`config.mk`:
```
export PLATFORM = sky130hd
export DESIGN_NAME = dcache_assoc_flat
export DESIGN_NICKNAME = d
export VERILOG_FILES = /design/src/rtl/dcache_pkg.sv /design/src/rtl/dcache_assoc_if.sv /design/src/rtl/dcache_lru.sv /design/src/rtl/dcache_assoc.sv /design/src/flat_wrapper.sv
export SDC_FILE = /design/constraint.sdc
export NUM_CORES = 1
export LEC_CHECK = 0
export BUFFER_PORTS_ARGS = -buffer_cell sky130_fd_sc_hd__buf_4
export CORE_ASPECT_RATIO = 1.25
export CORE_UTILIZATION = 25
export CTS_BUF_LIST = sky130_fd_sc_hd__clkbuf_16
export DETAILED_ROUTE_END_ITERATION = 10
export GPL_TIMING_DRIVEN = 0
export PLACE_DENSITY = 0.5
export REMOVE_ABC_BUFFERS = 1
export SETUP_SLACK_MARGIN = 0.2
export SLEW_MARGIN = 20
export SYNTH_ARGS = -nofsm -noshare
export SYNTH_HDL_FRONTEND = slang
export SYNTH_HIERARCHICAL = 1
export SYNTH_SLANG_ARGS = --single-unit
```
`constraint.sdc`:
```
create_clock -name clk -period 4.2 [get_ports clk]
set_input_delay 0.63 -clock clk [delete_from_list [all_inputs] [get_ports clk]]
set_output_delay 0.63 -clock clk [all_outputs]
set_load 0.1 [all_outputs]
```
`src/rtl/dcache_pkg.sv`:
```
// Shared definitions for the set-associative data cache.
// Latency: n/a (package only).
// Backpressure: n/a.
package dcache_pkg;

    // Controller states
    localparam logic [1:0] ST_IDLE       = 2'd0;
    localparam logic [1:0] ST_WRITE_BACK = 2'd1;
    localparam logic [1:0] ST_MEM_READ   = 2'd2;

    function automatic int off_w(input int block_bytes);
        return $clog2(block_bytes);
    endfunction

    function automatic int idx_w(input int sets);
        return $clog2(sets);
    endfunction

    function automatic int tag_w(input int addr_w, input int sets, input int block_bytes);
        return addr_w - idx_w(sets) - off_w(block_bytes);
    endfunction

    // Way index width; kept at least 1 bit so a direct-mapped build still has a legal vector
    function automatic int way_w(input int ways);
        return (ways > 1) ? $clog2(ways) : 1;
    endfunction

endpackage

```
`src/rtl/dcache_assoc_if.sv`:
```
// CPU load/store port and block memory port of the data cache, bundled.
// Latency: n/a (wiring only).
// Backpressure: busywait toward the cpu, mem_busywait from memory.
// Ports: slave = cache view, master = cpu + memory view.
interface dcache_assoc_if
    import dcache_pkg::*;
#(
    parameter int ADDR_W      = 8,
    parameter int BLOCK_BYTES = 4
);
    localparam int MA_W = ADDR_W - off_w(BLOCK_BYTES);
    localparam int MD_W = 8 * BLOCK_BYTES;

    // cpu side
    logic              read;
    logic              write;
    logic [ADDR_W-1:0] address;
    logic [7:0]        writedata;
    logic [7:0]        readdata;
    logic              busywait;
    // memory side
    logic              mem_read;
    logic              mem_write;
    logic [MA_W-1:0]   mem_address;
    logic [MD_W-1:0]   mem_writedata;
    logic [MD_W-1:0]   mem_readdata;
    logic              mem_busywait;

    modport slave (
        input  read, write, address, writedata, mem_readdata, mem_busywait,
        output readdata, busywait, mem_read, mem_write, mem_address, mem_writedata
    );

    modport master (
        output read, write, address, writedata, mem_readdata, mem_busywait,
        input  readdata, busywait, mem_read, mem_write, mem_address, mem_writedata
    );

endinterface

```
`src/rtl/dcache_lru.sv`:
```
// True-LRU age tracker, one age per way per set; reports the oldest way of the indexed set.
// Latency: oldest is combinational from set_idx; ages update on the edge where acc=1.
// Backpressure: none; acc is a one-cycle strobe.
// Ports: clk, reset (sync, active-low), set_idx, acc, acc_way, oldest.
module dcache_lru
    import dcache_pkg::*;
#(
    parameter int SETS = 8,
    parameter int WAYS = 2
) (
    input  logic                     clk,
    input  logic                     reset,
    input  logic [idx_w(SETS)-1:0]   set_idx,
    input  logic                     acc,
    input  logic [way_w(WAYS)-1:0]   acc_way,
    output logic [way_w(WAYS)-1:0]   oldest
);
    localparam int WAY_W = way_w(WAYS);

    generate
        if (WAYS == 1) begin : g_dm
            assign oldest = '0;
        end else begin : g_lru
            logic [WAY_W-1:0] age_q [SETS][WAYS];

            // Ages are a permutation, so the oldest way is the one holding WAYS-1
            always_comb begin
                oldest = '0;
                for (int w = 0; w < WAYS; w++) begin
                    if (age_q[set_idx][w] == WAY_W'(WAYS - 1)) oldest = WAY_W'(w);
                end
            end

            always_ff @(posedge clk) begin
                if (!reset) begin
                    for (int s = 0; s < SETS; s++)
                        for (int w = 0; w < WAYS; w++)
                            age_q[s][w] <= WAY_W'(w);
                end else if (acc) begin
                    for (int w = 0; w < WAYS; w++) begin
                        if (WAY_W'(w) == acc_way)
                            age_q[set_idx][w] <= '0;
                        else if (age_q[set_idx][w] < age_q[set_idx][acc_way])
                            age_q[set_idx][w] <= age_q[set_idx][w] + WAY_W'(1);
                    end
                end
            end
        end
    endgenerate

endmodule

```
`src/rtl/dcache_assoc.sv`:
```
// N-way set-associative write-back, write-allocate data cache with true-LRU and hit/miss counters.
// Latency: hits complete in the request cycle; misses stall for write-back (if dirty) + refill + 1.
// Backpressure: busywait holds the cpu from miss detection to end of refill; waits on mem_busywait.
// Ports: clk, reset (sync, active-low), bus (dcache_assoc_if.slave), hit_count, miss_count.
module dcache_assoc
    import dcache_pkg::*;
#(
    parameter int ADDR_W      = 8,
    parameter int BLOCK_BYTES = 4,
    parameter int SETS        = 8,
    parameter int WAYS        = 2,
    parameter int CNT_W       = 16
) (
    input  logic             clk,
    input  logic             reset,
    dcache_assoc_if.slave    bus,
    output logic [CNT_W-1:0] hit_count,
    output logic [CNT_W-1:0] miss_count
);
    localparam int OFF_W = off_w(BLOCK_BYTES);
    localparam int IDX_W = idx_w(SETS);
    localparam int TAG_W = tag_w(ADDR_W, SETS, BLOCK_BYTES);
    localparam int WAY_W = way_w(WAYS);
    localparam int BLK_W = 8 * BLOCK_BYTES;

    logic [TAG_W-1:0] tag_q  [SETS][WAYS];
    logic [BLK_W-1:0] data_q [SETS][WAYS];
    logic [WAYS-1:0]  valid_q [SETS];
    logic [WAYS-1:0]  dirty_q [SETS];

    logic [1:0]       state_q;
    logic             fill_done_q;   // set for the completion cycle right after a refill
    logic [IDX_W-1:0] miss_idx_q;
    logic [TAG_W-1:0] miss_tag_q;
    logic [TAG_W-1:0] vic_tag_q;
    logic [WAY_W-1:0] vic_way_q;

    logic [TAG_W-1:0] req_tag;
    logic [IDX_W-1:0] idx;
    logic [OFF_W-1:0] off;
    logic             req, hit, idle_hit, idle_miss, inv_found;
    logic [WAY_W-1:0] hit_way, vic_way, lru_oldest;
    logic [BLK_W-1:0] hit_blk;

    assign req_tag   = bus.address[ADDR_W-1 -: TAG_W];
    assign idx       = bus.address[OFF_W +: IDX_W];
    assign off       = bus.address[OFF_W-1:0];
    assign req       = bus.read | bus.write;
    assign idle_hit  = (state_q == ST_IDLE) && req && hit;
    assign idle_miss = (state_q == ST_IDLE) && req && !hit;

    always_comb begin
        hit       = 1'b0;
        hit_way   = '0;
        inv_found = 1'b0;
        vic_way   = '0;
        for (int w = 0; w < WAYS; w++) begin
            if (valid_q[idx][w] && tag_q[idx][w] == req_tag) begin
                hit     = 1'b1;
                hit_way = WAY_W'(w);
            end
        end
        // Scan downward so the lowest-index invalid way wins
        for (int w = WAYS - 1; w >= 0; w--) begin
            if (!valid_q[idx][w]) begin
                inv_found = 1'b1;
                vic_way   = WAY_W'(w);
            end
        end
        if (!inv_found) vic_way = lru_oldest;
    end

    dcache_lru #(.SETS(SETS), .WAYS(WAYS)) u_lru (
        .clk     (clk),
        .reset   (reset),
        .set_idx (idx),
        .acc     (idle_hit),
        .acc_way (hit_way),
        .oldest  (lru_oldest)
    );

    assign hit_blk      = data_q[idx][hit_way];
    assign bus.readdata = (idle_hit && bus.read) ? hit_blk[{off, 3'b000} +: 8] : 8'h00;
    assign bus.busywait = (state_q != ST_IDLE) || idle_miss;

    // Memory requests come straight from registered state
    always_comb begin
        bus.mem_read      = (state_q == ST_MEM_READ);
        bus.mem_write     = (state_q == ST_WRITE_BACK);
        bus.mem_address   = '0;
        bus.mem_writedata = '0;
        if (state_q == ST_WRITE_BACK) begin
            bus.mem_address   = {vic_tag_q, miss_idx_q};
            bus.mem_writedata = data_q[miss_idx_q][vic_way_q];
        end else if (state_q == ST_MEM_READ) begin
            bus.mem_address   = {miss_tag_q, miss_idx_q};
        end
    end

    always_ff @(posedge clk) begin
        if (!reset) begin
            state_q     <= ST_IDLE;
            fill_done_q <= 1'b0;
            miss_idx_q  <= '0;
            miss_tag_q  <= '0;
            vic_tag_q   <= '0;
            vic_way_q   <= '0;
            hit_count   <= '0;
            miss_count  <= '0;
            for (int s = 0; s < SETS; s++) begin
                valid_q[s] <= '0;
                dirty_q[s] <= '0;
            end
        end else begin
            case (state_q)
                ST_IDLE: begin
                    fill_done_q <= 1'b0;
                    if (idle_hit) begin
                        if (bus.write) begin
                            data_q[idx][hit_way][{off, 3'b000} +: 8] <= bus.writedata;
                            dirty_q[idx][hit_way] <= 1'b1;
                        end
                        if (!fill_done_q && !(&hit_count))
                            hit_count <= hit_count + CNT_W'(1);
                    end
                    if (idle_miss) begin
                        miss_idx_q <= idx;
                        miss_tag_q <= req_tag;
                        vic_way_q  <= vic_way;
                        vic_tag_q  <= tag_q[idx][vic_way];
                        if (!(&miss_count))
                            miss_count <= miss_count + CNT_W'(1);
                        state_q <= (valid_q[idx][vic_way] && dirty_q[idx][vic_way])
                                   ? ST_WRITE_BACK : ST_MEM_READ;
                    end
                end
                ST_WRITE_BACK: begin
                    if (!bus.mem_busywait) state_q <= ST_MEM_READ;
                end
                ST_MEM_READ: begin
                    if (!bus.mem_busywait) begin
                        data_q[miss_idx_q][vic_way_q]  <= bus.mem_readdata;
                        tag_q[miss_idx_q][vic_way_q]   <= miss_tag_q;
                        valid_q[miss_idx_q][vic_way_q] <= 1'b1;
                        dirty_q[miss_idx_q][vic_way_q] <= 1'b0;
                        fill_done_q <= 1'b1;
                        state_q     <= ST_IDLE;
                    end
                end
                default: state_q <= ST_IDLE;
            endcase
        end
    end

endmodule
```
`src/flat_wrapper.sv`:
```
// flat-port wrapper written by rule: the top's interface ports become plain ports
module dcache_assoc_flat import dcache_pkg::*;
#(
    parameter int ADDR_W      = 8,
    parameter int BLOCK_BYTES = 4,
    parameter int SETS        = 8,
    parameter int WAYS        = 2,
    parameter int CNT_W       = 16
)
  (clk, reset, hit_count, miss_count, bus_read, bus_write, bus_address, bus_writedata, bus_mem_readdata, bus_mem_busywait, bus_readdata, bus_busywait, bus_mem_read, bus_mem_write, bus_mem_address, bus_mem_writedata);
  dcache_assoc_if #(.ADDR_W(ADDR_W), .BLOCK_BYTES(BLOCK_BYTES)) bus_i ();
  input  logic clk;
  input  logic reset;
  output logic [CNT_W-1:0] hit_count;
  output logic [CNT_W-1:0] miss_count;
  input wire logic [$bits(bus_i.read)-1:0] bus_read;
  input wire logic [$bits(bus_i.write)-1:0] bus_write;
  input wire logic [$bits(bus_i.address)-1:0] bus_address;
  input wire logic [$bits(bus_i.writedata)-1:0] bus_writedata;
  input wire logic [$bits(bus_i.mem_readdata)-1:0] bus_mem_readdata;
  input wire logic [$bits(bus_i.mem_busywait)-1:0] bus_mem_busywait;
  output wire logic [$bits(bus_i.readdata)-1:0] bus_readdata;
  output wire logic [$bits(bus_i.busywait)-1:0] bus_busywait;
  output wire logic [$bits(bus_i.mem_read)-1:0] bus_mem_read;
  output wire logic [$bits(bus_i.mem_write)-1:0] bus_mem_write;
  output wire logic [$bits(bus_i.mem_address)-1:0] bus_mem_address;
  output wire logic [$bits(bus_i.mem_writedata)-1:0] bus_mem_writedata;
  assign bus_i.read = bus_read;
  assign bus_i.write = bus_write;
  assign bus_i.address = bus_address;
  assign bus_i.writedata = bus_writedata;
  assign bus_i.mem_readdata = bus_mem_readdata;
  assign bus_i.mem_busywait = bus_mem_busywait;
  assign bus_readdata = bus_i.readdata;
  assign bus_busywait = bus_i.busywait;
  assign bus_mem_read = bus_i.mem_read;
  assign bus_mem_write = bus_i.mem_write;
  assign bus_mem_address = bus_i.mem_address;
  assign bus_mem_writedata = bus_i.mem_writedata;
  dcache_assoc #(.ADDR_W(ADDR_W), .BLOCK_BYTES(BLOCK_BYTES), .SETS(SETS), .WAYS(WAYS), .CNT_W(CNT_W)) u_core (.clk(clk), .reset(reset), .bus(bus_i), .hit_count(hit_count), .miss_count(miss_count));
endmodule
```
---- Word level (Yosys, flattened, before mapping) ----
Memory sizes are Yosys's and may differ from the RTL's. A register that Yosys moved wholly into a read port is not among the register bits.
Index checks and enable logic that the tools add are counted.
storage, ports and cells
  memories ................................ 5
  register bits after elaboration ......... 45
  bits in latches ......................... 0
  memory bits (writable) .................. 608
  logic and storage cells ................. 173
  bits in read-only memories .............. 0
  bits of input ports ..................... 53
  output and inout port bits .............. 81
cells by class
  bitwise operators ....................... 7
  $lt $le $gt $ge ......................... 12
  multiply operators ...................... 0
  muxes and demuxes ....................... 95
  shift-type cells ........................ 3
  eq/ne operators ......................... 7
  div/mod/pow operators ................... 0
  reductions and logical operators ........ 31
  $add $sub $neg .......................... 5
memory list
  memory                    depth  width  read ports  clocked after Yosys merged registers in  wr ports  RTL line            RTL
  u_core.data_q             8      64     2           1                                        1         dcache_assoc.sv:27  logic [BLK_W-1:0] data_q [SETS][WAYS];
  u_core.tag_q              8      6      1           0                                        1         dcache_assoc.sv:26  logic [TAG_W-1:0] tag_q [SETS][WAYS];
  u_core.dirty_q            8      2      1           0                                        8         dcache_assoc.sv:29  logic [WAYS-1:0] dirty_q [SETS];
  u_core.u_lru.g_lru.age_q  8      2      1           0                                        8         dcache_lru.sv:24    logic [WAY_W-1:0] age_q [SETS][WAYS];
  u_core.valid_q            8      2      1           0                                        8         dcache_assoc.sv:28  logic [WAYS-1:0] valid_q [SETS];
operators with widths
  cell                                                                    number
  32-bit 2-to-1 mux                                                       9
  64-bit 2-to-1 mux                                                       4
  32-bit demux with 1-bit select                                          2
  64-bit OR reduction                                                     1
  1-bit 2-to-1 mux                                                        46
  3-bit 2-to-1 mux                                                        11
  16-bit by 1-bit adder with 16-bit output, second input constant         2
  16-bit AND reduction                                                    2
  8-bit by 7-bit variable shift with 32-bit output, first input constant  1
  32-bit by 6-bit indexed part select with 8-bit output                   1
  8-bit by 7-bit indexed part select with 32-bit output                   1
  2-bit 2-to-1 mux                                                        14
  6-bit 2-to-1 mux                                                        3
  1-bit logical AND                                                       12
  3-bit AND reduction                                                     3
  8-bit 2-to-1 mux                                                        1
  2-bit OR reduction                                                      4
  5-bit negation with 7-bit output                                        1
  3-bit equality test                                                     2
  2-bit greater-or-equal comparator, second input constant                3
  1-bit by 2-bit < comparator with 1-bit output, second input constant    3
  1-bit inverter with 2-bit output                                        3
  2-bit one-hot mux with 3 select lines                                   1
  2-bit by 1-bit < comparator with 1-bit output, second input constant    2
  other kinds (17)                                                        28

---- Logic depth before layout (Yosys ltp) ----
Gate-level depths: netlist of run 1.
An unclocked memory read counts as a cell.
  word-level depth ........................ 17
  depth in mapped cells ................... 13
  depth with buffers taken out ............ 10

---- Cells and area by module ----
Netlist of run 1, hierarchy kept.
by module, submodules not included
  module        times used  area an instance (µm²)  seq. area each (µm²)  cells each
  dcache_assoc  1           29871.1                 18577.8               1644
  dcache_lru    1           970.9                   470.5                 82

---- Worst setup path after synthesis of run 1 ----
OpenSTA, ideal clock, no wires.
  kind .................................... in2out
  start point ............................. input bus_address[2]
  end point ............................... output bus_readdata[6]
  slack ................................... -1.537 ns
  stages on the path ...................... 12
  path buffers ............................ 4
  required time ........................... 3.570 ns
  arrival ................................. 5.107 ns
  cell sequence ........................... buf_6 > mux2_2 > or3_1 > a31o_2 > and3_1 > buf_2 > nand2_1 > buf_4 > buf_2 > nand2_1 > a311o_1 > o21ai_0
between the ends
  longest elaborated chain between the ends .. 10
  elaborated cells on any way between the ends .. 18
  those cells by class .................... 2 x eq/ne; 1 x shift; 7 x mux; 1 x bitwise; 4 x reduce/logical; 3 x memory
RTL lines
  what                                                    RTL line            RTL
  from (decl)                                             flat_wrapper.sv:18  input wire logic [$bits(bus_i.address)-1:0] bus_address;
  memory 8 x 6 bit                                        -
  3-bit equality test                                     dcache_assoc.sv:58  if (valid_q[idx][w] && tag_q[idx][w] == req_tag) begin
  1-bit logical AND                                       dcache_assoc.sv:58
  1-bit 2-to-1 mux                                        dcache_assoc.sv:58
  1-bit inverter with 2-bit output (implied by the code)  dcache_assoc.sv:82  assign hit_blk = data_q[idx][hit_way];
  32-bit 2-to-1 mux (implied by the code) (3 in a row)    dcache_assoc.sv:82
  32-bit by 6-bit indexed part select with 8-bit output   dcache_assoc.sv:83  assign bus.readdata = (idle_hit && bus.read) ? hit_blk[{off, 3'b000} +: 8] : 8'h00;
  8-bit 2-to-1 mux (*)                                    dcache_assoc.sv:83
  to (decl)                                               flat_wrapper.sv:22  output wire logic [$bits(bus_i.readdata)-1:0] bus_readdata;
Every way passes the cells marked *; elsewhere a longest branch is shown, timed or not. The select of a mux whose other input is x is not followed.

---- Final worst setup path of run 1 ----
  start point ............................. input bus_address[2]
  end point ............................... output bus_readdata[6]
between the ends
  longest elaborated chain between the ends .. 10
  elaborated cells on any way between the ends .. 18
  those cells by class .................... 2 x eq/ne; 1 x shift; 7 x mux; 1 x bitwise; 4 x reduce/logical; 3 x memory
RTL lines
  what                                                        RTL line            RTL
  memory 8 x 6 bit                                            -
  3-bit equality test                                         dcache_assoc.sv:58
  1-bit logical AND (*)                                       dcache_assoc.sv:58
  1-bit 2-to-1 mux (*)                                        dcache_assoc.sv:58
  net u_core.hit_way                                          dcache_assoc.sv:42  logic [WAY_W-1:0] hit_way, vic_way, lru_oldest;
  1-bit inverter with 2-bit output (implied by the code) (*)  dcache_assoc.sv:82
  32-bit 2-to-1 mux (implied by the code) (*) (3 in a row)    dcache_assoc.sv:82
  32-bit by 6-bit indexed part select with 8-bit output (*)   dcache_assoc.sv:83
  8-bit 2-to-1 mux (*)                                        dcache_assoc.sv:83
The timed path passes the listed nets; every way through them passes the cells marked *. The select of a mux whose other input is x is not followed.

==> metrics.md, run 1 <==
| Metric | Value |
|---|---|
| EDFF count, synth | 591 |
| Pin count of the biggest net entering global routing | 106 |
| Number of max-cap violations | 0 |
| Antenna violations before repair | 2 |
| Routed Antenna Nets | 0 |
| DP Area | 0.0341 sq mm |
| Setup violators final | 8 |
| Aggregate global routing overflow | 0 |
| I/O Pins | 134 |
| Layout Skew | 0.0325 ns |
| Num rows | 143 |
| Max Freq | 215 MHz |
| Layout area overhead | 22.0% |
| DR vias | 18000 |
| Die ar. | 0.125 sq mm |
| Initial drt markers | 1865 |
| Netlist cell types | 72 |
| Hold path cells | 3 |
| Yosys top cell by area | edfxtp_1 |
| Nets | 1953 |
| Clock sink total | 656 |
| Via density | 5.09 |
| Max_slew headroom | 8.08% |
| Share of layout cells above drive strength 1 | 39.3% |
| # DRC | 0 |
| Synth Instances | 1726 |
| # H-tree levels | 3 |
| Final hold violation count | 0 |
| Pleak | 11.8 nW |
| Core region area | 0.122 sq mm |
| Top cell type's share of synthesized area | 57.5% |
| Die Y | 395 microns |
| Worst EP arrival | 4.02 ns |
| Util after Layout | 30.8% |
| Hold buffer count at CTS | 0 |
| Cts bufs inserted | 71 |
| GRT Total Usage | 15.4% |
| Post-DP HPWL | 62.9 mm |
| Worst Hold Endpoint | u_core/miss_tag_q[0] |
| Initial core utilization | 25.3% |
| Warning count from the yosys run | 6 |
| Synth area leaders | edfxtp_1 (58%), mux4_2 (24%), dfxtp_1 (4.2%) |
| DRT Wirelength | 96.4 mm |
| Final max-slew violation count | 0 |
| Worst R2R End | u_core/data_q[2][49] |
| Post-synthesis sequential area ratio | 61.8% |
| Tmin final | 4.65 ns |
| Worst Path Required | 3.57 ns |
| Most used flip-flop cell after synthesis | edfxtp_1 |
| Reg2Reg Depth | 10 |
| Status | finished with violations |
| Global placer's final weighted congestion | 0.840 |
| Final worst slack | -0.448 ns |
| Most instantiated library cell after synthesis | edfxtp_1 |
| First-pass GRT wire length | 136 mm |
| CTS tree | yes |
| CP Launch Type | input port |
| Root Driver | clkbuf_16 |
| Async SR Flop Fraction | 0% |
| WS Path Type | input port to output pin |
| RSZ-0062 raised after global routing | true |
| Critical Path Sink Type | output pin |
| Clock Pin Slew Worst Setup and Hold Paths | 0.05 ns |
| Synthesized area | 0.0308 sq mm |
| Avg Inst Size Synth | 17.9 sq um |
| Vias in the first global route | 18800 |
| Worst Tran Pin Value | 1.37 ns |
| Clk_lat worst skew | 0.64 ns |
| Number of synthesized register bits | 656 |
| Wire per inst | 27.2 microns |
| HP Class | input port to register |
| Failing checks | negative setup slack |
| Crit-path max FO | 8 |
| Port buffer count | 133 |
| Synth cell count leaders | edfxtp_1 (591), mux4_2 (331), nor2_1 (119) |
| Max IR drop VDD | 249 uV |
| Chip Width | 316 microns |
| Finished Cell Area | 0.0376 sq mm |
| R2R Path Start | u_core/tag_q[7][2] |
| CTS Buffer Depth | 3 |
| DRT Pass-1 Iters | 6 |
| Final cycle utilization of the critical path | 111% |
| Reg2Reg Setup Slack | 0.17 ns |
| Hold Path Origin | bus_address[5] |
| Power density cells | 389 mW/mm^2 |
| Design Power | 0.0146 W |
## what timing repair did
item / 4_1_cts / 5_1_grt
setup endpoints to repair: 639 / 412
cloned: 8 / 1
buffers inserted: 27 / 5
gates resized for setup: 123 / 36
pin swaps: 15 / 10
## logic make-up (layout without fill, tap and decap cells)
kind of cell	count (synthesis)	in the layout	share of synthesized area (%)
simple gates	391	391	6.28
compound gates	154	154	3.71
flops	656	656	61.8
buf+inv	130	349	1.78
mux	362	362	25.4
fa+ha+maj	7	7	0.284
xor+xnor	26	26	0.738
other cells	0	2	0
## cell type report
type,count,area [sq um]
Clock inverter,53,409
Sequential cell,656,19100
Inverter,18,76.3
Timing Repair Buffer,206,2260
Tap cell,1595,2000
Multi-Input combinational cell,940,12000
Antenna cell,2,5.00
Fill cell,11900,84400
Clock buffer,72,1800
## flip-flops by register name, indices dropped and copies added (netlist names), named ones only
register / cells
u_core/miss_count: 16
u_core/dirty_q: 16
u_core/miss_idx_q: 3
u_core/hit_count: 16
u_core/tag_q: 48
u_core/fill_done_q: 1
u_core/valid_q: 16
u_core/state_q: 2
u_core/miss_tag_q: 3
u_core/data_q: 512
u_core/vic_tag_q: 3
u_core/u_lru/g_lru.age_q: 16
u_core/vic_way_q: 1
## worst max-delay path by stage
| stage | endpoint | start | cells after the start |
|---|---|---|---|
| after global routing | bus_readdata[6] | bus_address[2] | 14 |
| after global placement | u_core/data_q[0][18] | reset | 4 |
| after detailed placement | bus_readdata[6] | bus_address[2] | 14 |
| final | bus_readdata[6] | bus_address[2] | 14 |
| after CTS | bus_readdata[6] | bus_address[2] | 14 |
| after floorplan | bus_mem_writedata[0] | register | 3 |
## where the power goes
group	switching, W	internal (W)
clock	0.00264	0.00338
sequential	0.0000483	0.00716
combinational	0.000801	0.000603
## per-layer routing
layer	track usage (%)	routed length, microns	up-vias
li1	-	-	7511
met4	6.83	3830	2
met5	0	12	-
met2	25.4	47700	743
met3	3.43	6670	164
met1	19.1	38200	9595
## critical path, stage by stage
cell and delay [ns]:
buf_16 0.08, buf_16 0.12, buf_16 0.14, mux4_2 0.54, mux2i_4 0.21, xor2_2 0.20
and3_4 0.27, nand2_8 0.09, buf_16 0.15, clkinvlp_4 0.08, mux4_2 0.51, o211ai_1 0.49
o21ai_2 0.24, buf_12 0.23
## stage by stage
| step | setup slack (ns) | TNS, ns | hold slack (ns) | std cells |
|---|---|---|---|---|
| after floorplan | -3.33 | -2254.87 | 0.421 | 1614 |
| after global placement | -12.57 | - | 0.429 | 3342 |
| after detailed placement | -2.76 | -1038.54 | 0.437 | 3374 |
| after CTS | -0.322 | -1.73 | 0.300 | 3534 |
| after global routing | -0.451 | -2.71 | 0.326 | 3540 |
| final | -0.448 | -2.15 | 0.334 | 3542 |
## placed cells by master (no fill, tap or decap), types with 11 or more instances in the layout
| master | n |
|---|---|
| nor2_4 | 33 |
| mux2i_1 | 21 |
| clkbuf_16 | 73 |
| edfxtp_1 | 591 |
| o21ai_1 | 17 |
| buf_12 | 23 |
| nor3_1 | 13 |
| inv_1 | 28 |
| o21ai_0 | 20 |
| dfxtp_1 | 61 |
| a22o_1 | 35 |
| a21o_1 | 17 |
| clkinv_1 | 18 |
| nor2b_1 | 17 |
| nand3_1 | 39 |
| buf_4 | 149 |
| and2_1 | 58 |
| nor2_2 | 33 |
| xnor2_1 | 21 |
| o211ai_1 | 12 |
| nor2_1 | 53 |
| buf_16 | 11 |
| nand2_1 | 78 |
| mux4_2 | 332 |
(Power assumes the default switching activity.)
==> inputs of run 2 (changes only) <==
- SETUP_SLACK_MARGIN: 0.2 -> 0.1
==> metrics.md, run 2 (synthesized netlist as in run 1, its figures left out) <==
| Metric | Value |
|---|---|
| Max IR drop VDD | 240 uV |
| Initial drt markers | 2051 |
| Final max-slew violation count | 0 |
| Pleak | 11.7 nW |
| Power density cells | 391 mW/mm^2 |
| Chip Width | 316 microns |
| HP Class | input port to register |
| Clk_lat worst skew | 0.64 ns |
| Routed Antenna Nets | 0 |
| CP startpoint | bus_address[2] |
| DR vias | 18000 |
| Port buffer count | 133 |
| Reg2Reg Depth | 8 |
| Most common cell after layout, fill and taps aside | edfxtp_1 |
| Layout Skew | 0.0316 ns |
| Num rows | 143 |
| Finished Cell Area | 0.0374 sq mm |
| CTS Buffer Depth | 3 |
| Placed cell count | 3374 |
| Core region area | 0.122 sq mm |
| Clock sink total | 656 |
| Nets | 1952 |
| Biggest register | u_core/data_q |
| Setup violators final | 8 |
| Pin count of the biggest net entering global routing | 106 |
| Reg2Reg Setup Slack | 0.21 ns |
| Max FFs per register | 512 |
| Clock Pin Slew Worst Setup and Hold Paths | 0.05 ns |
| Worst Path Required | 3.57 ns |
| Die ar. | 0.125 sq mm |
| I/O Pins | 134 |
| # H-tree levels | 3 |
| Worst Tran Pin Value | 1.05 ns |
| DP Area | 0.0341 sq mm |
| Antenna violations before repair | 2 |
| CP Capture Point | bus_readdata[6] |
| Final worst slack | -0.447 ns |
| Status | finished with violations |
| Hold buffer count at CTS | 0 |
| Crit-path max FO | 8 |
| Critical Path Sink Type | output pin |
| Global placer's final weighted congestion | 0.840 |
| Root Driver | clkbuf_16 |
| RSZ-0062 raised after global routing | true |
| CTS tree | yes |
| Final hold violation count | 0 |
| Number of max-cap violations | 0 |
| Tmin final | 4.65 ns |
| Die Y | 395 microns |
| Post-DP HPWL | 62.9 mm |
| Vias in the first global route | 18800 |
| Via density | 5.09 |
| Fill cells | 11900 |
| Fin cells | 3541 |
| TNS Setup | -1.94 ns |
| DRT Pass-1 Iters | 11 |
| Cts bufs inserted | 71 |
| DRT Wirelength | 96.2 mm |
| # DRC | 5 |
| Max_slew headroom | 29.7% |
| GRT Total Usage | 15.4% |
| Failing checks | design-rule violations, negative setup slack |
| Layout area overhead | 21.4% |
| Share of layout cells above drive strength 1 | 39.2% |
| R2R Path Start | u_core/tag_q[6][0] |
| Commonest non-fill, non-tap cells in the layout | edfxtp_1 (591), mux4_2 (332), buf_4 (149) |
| Design Power | 0.0146 W |
| Worst R2R End | u_core/data_q[0][49] |
| CP Launch Type | input port |
| Worst EP arrival | 4.02 ns |
| Initial core utilization | 25.3% |
| Max Freq | 215 MHz |
| Leading registers by flop count | u_core/data_q: 512 flops, u_core/tag_q: 48 flops |
| Final cycle utilization of the critical path | 111% |
| Aggregate global routing overflow | 0 |
| WS Path Type | input port to output pin |
| First-pass GRT wire length | 136 mm |
| Wire per inst | 27.2 microns |
==> run 2: cell count changes in the layout (fill, tap and decap cells not counted), sizes merged <==
| cell | change |
|---|---|
| clkbuf | -1 |
==> run 2: layer usage <==
layer  GRT usage [%]  share of wire (%)
met1            19.2                 39
met2            25.3                 50
met3            3.42                7.2
met4            6.72                3.8
met5               0              0.012
==> run 2: worst max-delay path, stage by stage <==
cell	delay (ns)
buf_16	0.08
buf_16	0.12
buf_16	0.14
mux4_2	0.54
mux2i_4	0.21
xor2_2	0.19
and3_4	0.28
nand2_8	0.09
buf_16	0.15
clkinvlp_4	0.08
mux4_2	0.51
o211ai_1	0.50
o21ai_2	0.24
buf_12	0.23
==> run 2: cell type report <==
class / count / area, sq um / share of cell area, %
sequential: 656 / 19100 / 50.9
multi-input combinational: 940 / 11900 / 31.7
timing repair buffer: 205 / 2220 / 5.94
tap: 1595 / 2000 / 5.33
clock buffer: 72 / 1800 / 4.81
clock inverter: 53 / 409 / 1.09
inverter: 18 / 76.3 / 0.204
antenna: 2 / 5.00 / 0.0134
==> run 2: how the worst min path moves through the flow <==
| stage | startpoint | endpoint | slack [ns] | cells after the start |
|---|---|---|---|---|
| final | bus_address[5] | u_core/miss_tag_q[0] | 0.33 | 3 |
| after global routing | bus_address[5] | u_core/miss_tag_q[0] | 0.33 | 3 |
| after CTS | bus_address[6] | u_core/miss_tag_q[1] | 0.30 | 3 |
| after detailed placement | u_core/valid_q[4][0] | u_core/valid_q[4][0] | 0.44 | 1 |
| after global placement | u_core/valid_q[4][1] | u_core/valid_q[4][1] | 0.43 | 1 |
| after floorplan | u_core/valid_q[2][0] | u_core/valid_q[2][0] | 0.42 | 1 |
==> run 2: power by group <==
group          leakage (nW)  internal [W]  switching, W
combinational          4.83      0.000607      0.000789
clock                  1.13       0.00338       0.00265
sequential             5.79       0.00716     0.0000524
==> run 2: repair_timing <==
| action | 4_1_cts | 5_1_grt |
|---|---|---|
| buffers inserted | 26 | 8 |
| cloned | 8 | 0 |
| resized for setup | 116 | 14 |
| setup endpoints to repair | 625 | 504 |
| pin swaps | 15 | 11 |
==> run 2: stage by stage <==
| stage | hold slack, ns | worst slack [ns] | utilization, % |
|---|---|---|---|
| 3_3_place_gp | 0.429 | -12.57 | 27.3 |
| 6_report | 0.333 | -0.447 | 30.7 |
| 2_1_floorplan | 0.421 | -3.33 | - |
| 3_5_place_dp | 0.437 | -2.76 | 27.9 |
| 5_1_grt | 0.326 | -0.448 | 30.7 |
| 4_1_cts | 0.300 | -0.322 | 30.6 |
==> inputs of run 3 (changes only) <==
- SYNTH_HIERARCHICAL: 1 -> unset
==> metrics.md, run 3 <==
| Metric | Value |
|---|---|
| Num rows | 142 |
| R2R Path Start | u_core.tag_q[1][5] |
| Netlist cell types | 82 |
| Leading registers by flop count | u_core.data_q: 512 flops, u_core.tag_q: 48 flops |
| Max_slew headroom | 38.2% |
| Aggregate global routing overflow | 0 |
| Share of layout cells above drive strength 1 | 32.9% |
| Failing checks | negative setup slack |
| Top cell type's share of synthesized area | 58.3% |
| Place WS | -1.88 ns |
| Avg Inst Size Synth | 14.9 sq um |
| Hold Path Origin | bus_address[6] |
| Hold path cells | 3 |
| Global Route met3 Usage | 3.96% |
| Placed cell count | 3699 |
| Most common cell after layout, fill and taps aside | edfxtp_1 |
| Crit path largest cell delay | 0.63 ns |
| Worst Hold Endpoint | u_core.miss_tag_q[1] |
| Warning count from the yosys run | 0 |
| # H-tree levels | 3 |
| EDFF count, synth | 591 |
| Gr busiest metal | met2 |
| Most used flip-flop cell after synthesis | edfxtp_1 |
| # DRC | 0 |
| RSZ-0062 raised after global routing | true |
| DRT Wirelength | 119 mm |
| Final worst slack | -0.0105 ns |
| Max IR drop VDD | 250 uV |
| Layout area overhead | 24.8% |
| Synth area leaders | edfxtp_1 (58%), mux4_2 (13%), dfxtp_1 (4.3%) |
| Via density | 5.57 |
| Commonest non-fill, non-tap cells in the layout | edfxtp_1 (591), mux4_2 (180), buf_4 (179) |
| Hold Slack | 0.286 ns |
| GRT Total Usage | 19.0% |
| CP Cell Sequence | buf_16 > inv_4 > nand2_1 > nor2_2 > a22oi_1 > nand4_1 > o21ai_0 > o211ai_1 > nor3b_4 > buf_12 |
| Reg2Reg Setup Slack | 0.10 ns |
| Worst Tran Pin Value | 0.923 ns |
| Power density cells | 401 mW/mm^2 |
| Clock sink total | 656 |
| Initial drt markers | 2524 |
| Cts bufs inserted | 77 |
| Chip Width | 314 microns |
| Clock Pin Slew Worst Setup and Hold Paths | 0.05 ns |
| Clk_lat worst skew | 0.64 ns |
| Most instantiated library cell after synthesis | edfxtp_1 |
| Vias in the first global route | 21900 |
| Port buffer count | 133 |
| Initial core utilization | 25.3% |
| CTS tree | yes |
| Root Driver | clkbuf_16 |
| GR Layer Usage met1 | 24.0% |
| Tmin final | 4.21 ns |
| I/O Pins | 134 |
| Biggest register | u_core.data_q |
| Pleak | 12.4 nW |
| Number of max-cap violations | 0 |
| Routed Antenna Nets | 0 |
| Final max-slew violation count | 0 |
| Yosys top cell by area | edfxtp_1 |
| Core region area | 0.120 sq mm |
| Synth Instances | 2044 |
| Antenna violations before repair | 4 |
| Post-DP HPWL | 76.0 mm |
| Final hold violation count | 0 |
| Hold buffer count at CTS | 0 |
| Synthesized area | 0.0304 sq mm |
| Slowest stage cell, crit path | nor2_2 |
| Reg2Reg Depth | 7 |
| Worst Path Required | 3.57 ns |
| Setup violators final | 1 |
| Max FFs per register | 512 |
| Fin cells | 3897 |
| HP Class | input port to register |
| Final cycle utilization of the critical path | 100% |
| Crit-path max FO | 44 |
| Post-synthesis sequential area ratio | 62.6% |
| Status | finished with violations |
| Global placer's final weighted congestion | 0.838 |
| Number of synthesized register bits | 656 |
| First-pass GRT wire length | 166 mm |
| DRT Pass-1 Iters | 6 |
| Async SR Flop Fraction | 0% |
| Met2 Track Usage GR | 30.7% |
| Die ar. | 0.123 sq mm |
| Worst R2R End | u_core.data_q[6][63] |
| CP Launch Type | input port |
| Pin count of the biggest net entering global routing | 65 |
| DR vias | 21700 |
| Worst EP arrival | 3.58 ns |
| Max Freq | 238 MHz |
| Critical Path Sink Type | output pin |
| Die Y | 392 microns |
| Synth cell count leaders | edfxtp_1 (591), mux4_2 (178), o22ai_1 (147) |
| WS Path Type | input port to output pin |
| Nets | 2312 |
| CTS Buffer Depth | 3 |
| Layout Skew | 0.0328 ns |
| Wire per inst | 30.5 microns |
[run 3: worst max-delay path by stage]
stage               slack (ns)              endpoint  cells past startpoint               start
floorplan                -3.33  bus_mem_writedata[0]                      3            register
global placement         -9.58  u_core.data_q[5][28]                      5               reset
detailed placement       -1.88          bus_busywait                     10      bus_address[3]
CTS                       0.06       bus_readdata[1]                     10      bus_address[4]
global route             -0.04       bus_readdata[4]                      9  u_core.tag_q[2][0]
finish                   -0.01       bus_readdata[6]                     10      bus_address[4]
[run 3: final cells by class]
cell class | instances | area, sq um
diodes | 1 | 2.50
clock buffers | 79 | 1980
clock inverters | 60 | 438
fillers | 11700 | 82300
inverters | 17 | 90.1
multi-input cells | 1220 | 11600
flip-flops and latches | 656 | 19100
well taps | 1584 | 1980
repair buffers | 280 | 2870
[run 3: per-stage QoR]
step                total power (W)  utilization [%]  instance area (sq um)  TNS [ns]
finish                       0.0152             31.6                  38000   -0.0105
global route                 0.0156             31.6                  38000   -0.0760
CTS                          0.0153             31.4                  37700         0
detailed placement          0.00877             28.5                  34300   -781.02
global placement            0.00879             27.3                  32800  -9897.43
floorplan                   0.00816                -                  29800  -1709.89
[run 3: routing by layer]
metal	share of wire, %	wire (microns)
met4	5.4	6450
met3	9.3	11100
met1	39	46200
met2	46	55200
met5	0	0
[run 3: logic make-up after synthesis]
| logic type | share of synthesized area, % |
|---|---|
| flip-flops | 62.6 |
| AO/OA/AOI/OAI | 10.6 |
| AND/OR/NAND/NOR | 7.82 |
| multiplexers | 16.0 |
| buffers and inverters | 2.31 |
| XOR/XNOR | 0.489 |
| adder cells (fa/ha/maj) | 0.288 |
[run 3: power breakdown]
group          internal [W]  switching (W)
sequential          0.00716      0.0000566
clock               0.00367        0.00277
combinational      0.000584       0.000992
total                0.0114        0.00382
[run 3: timing repair]
item,CTS,global route
buffers inserted,34,13
resized for setup,106,30
pin swaps,11,4
cloned,10,1
endpoints found under the setup margin,583,90
[run 3: worst max-delay path, delay by kind of cell]
kind | cells | cell delay [ns]
AOI/OAI and AO/OA | 3 | 0.70
buffers and inverters | 3 | 0.68
and+or+nand+nor | 4 | 1.45
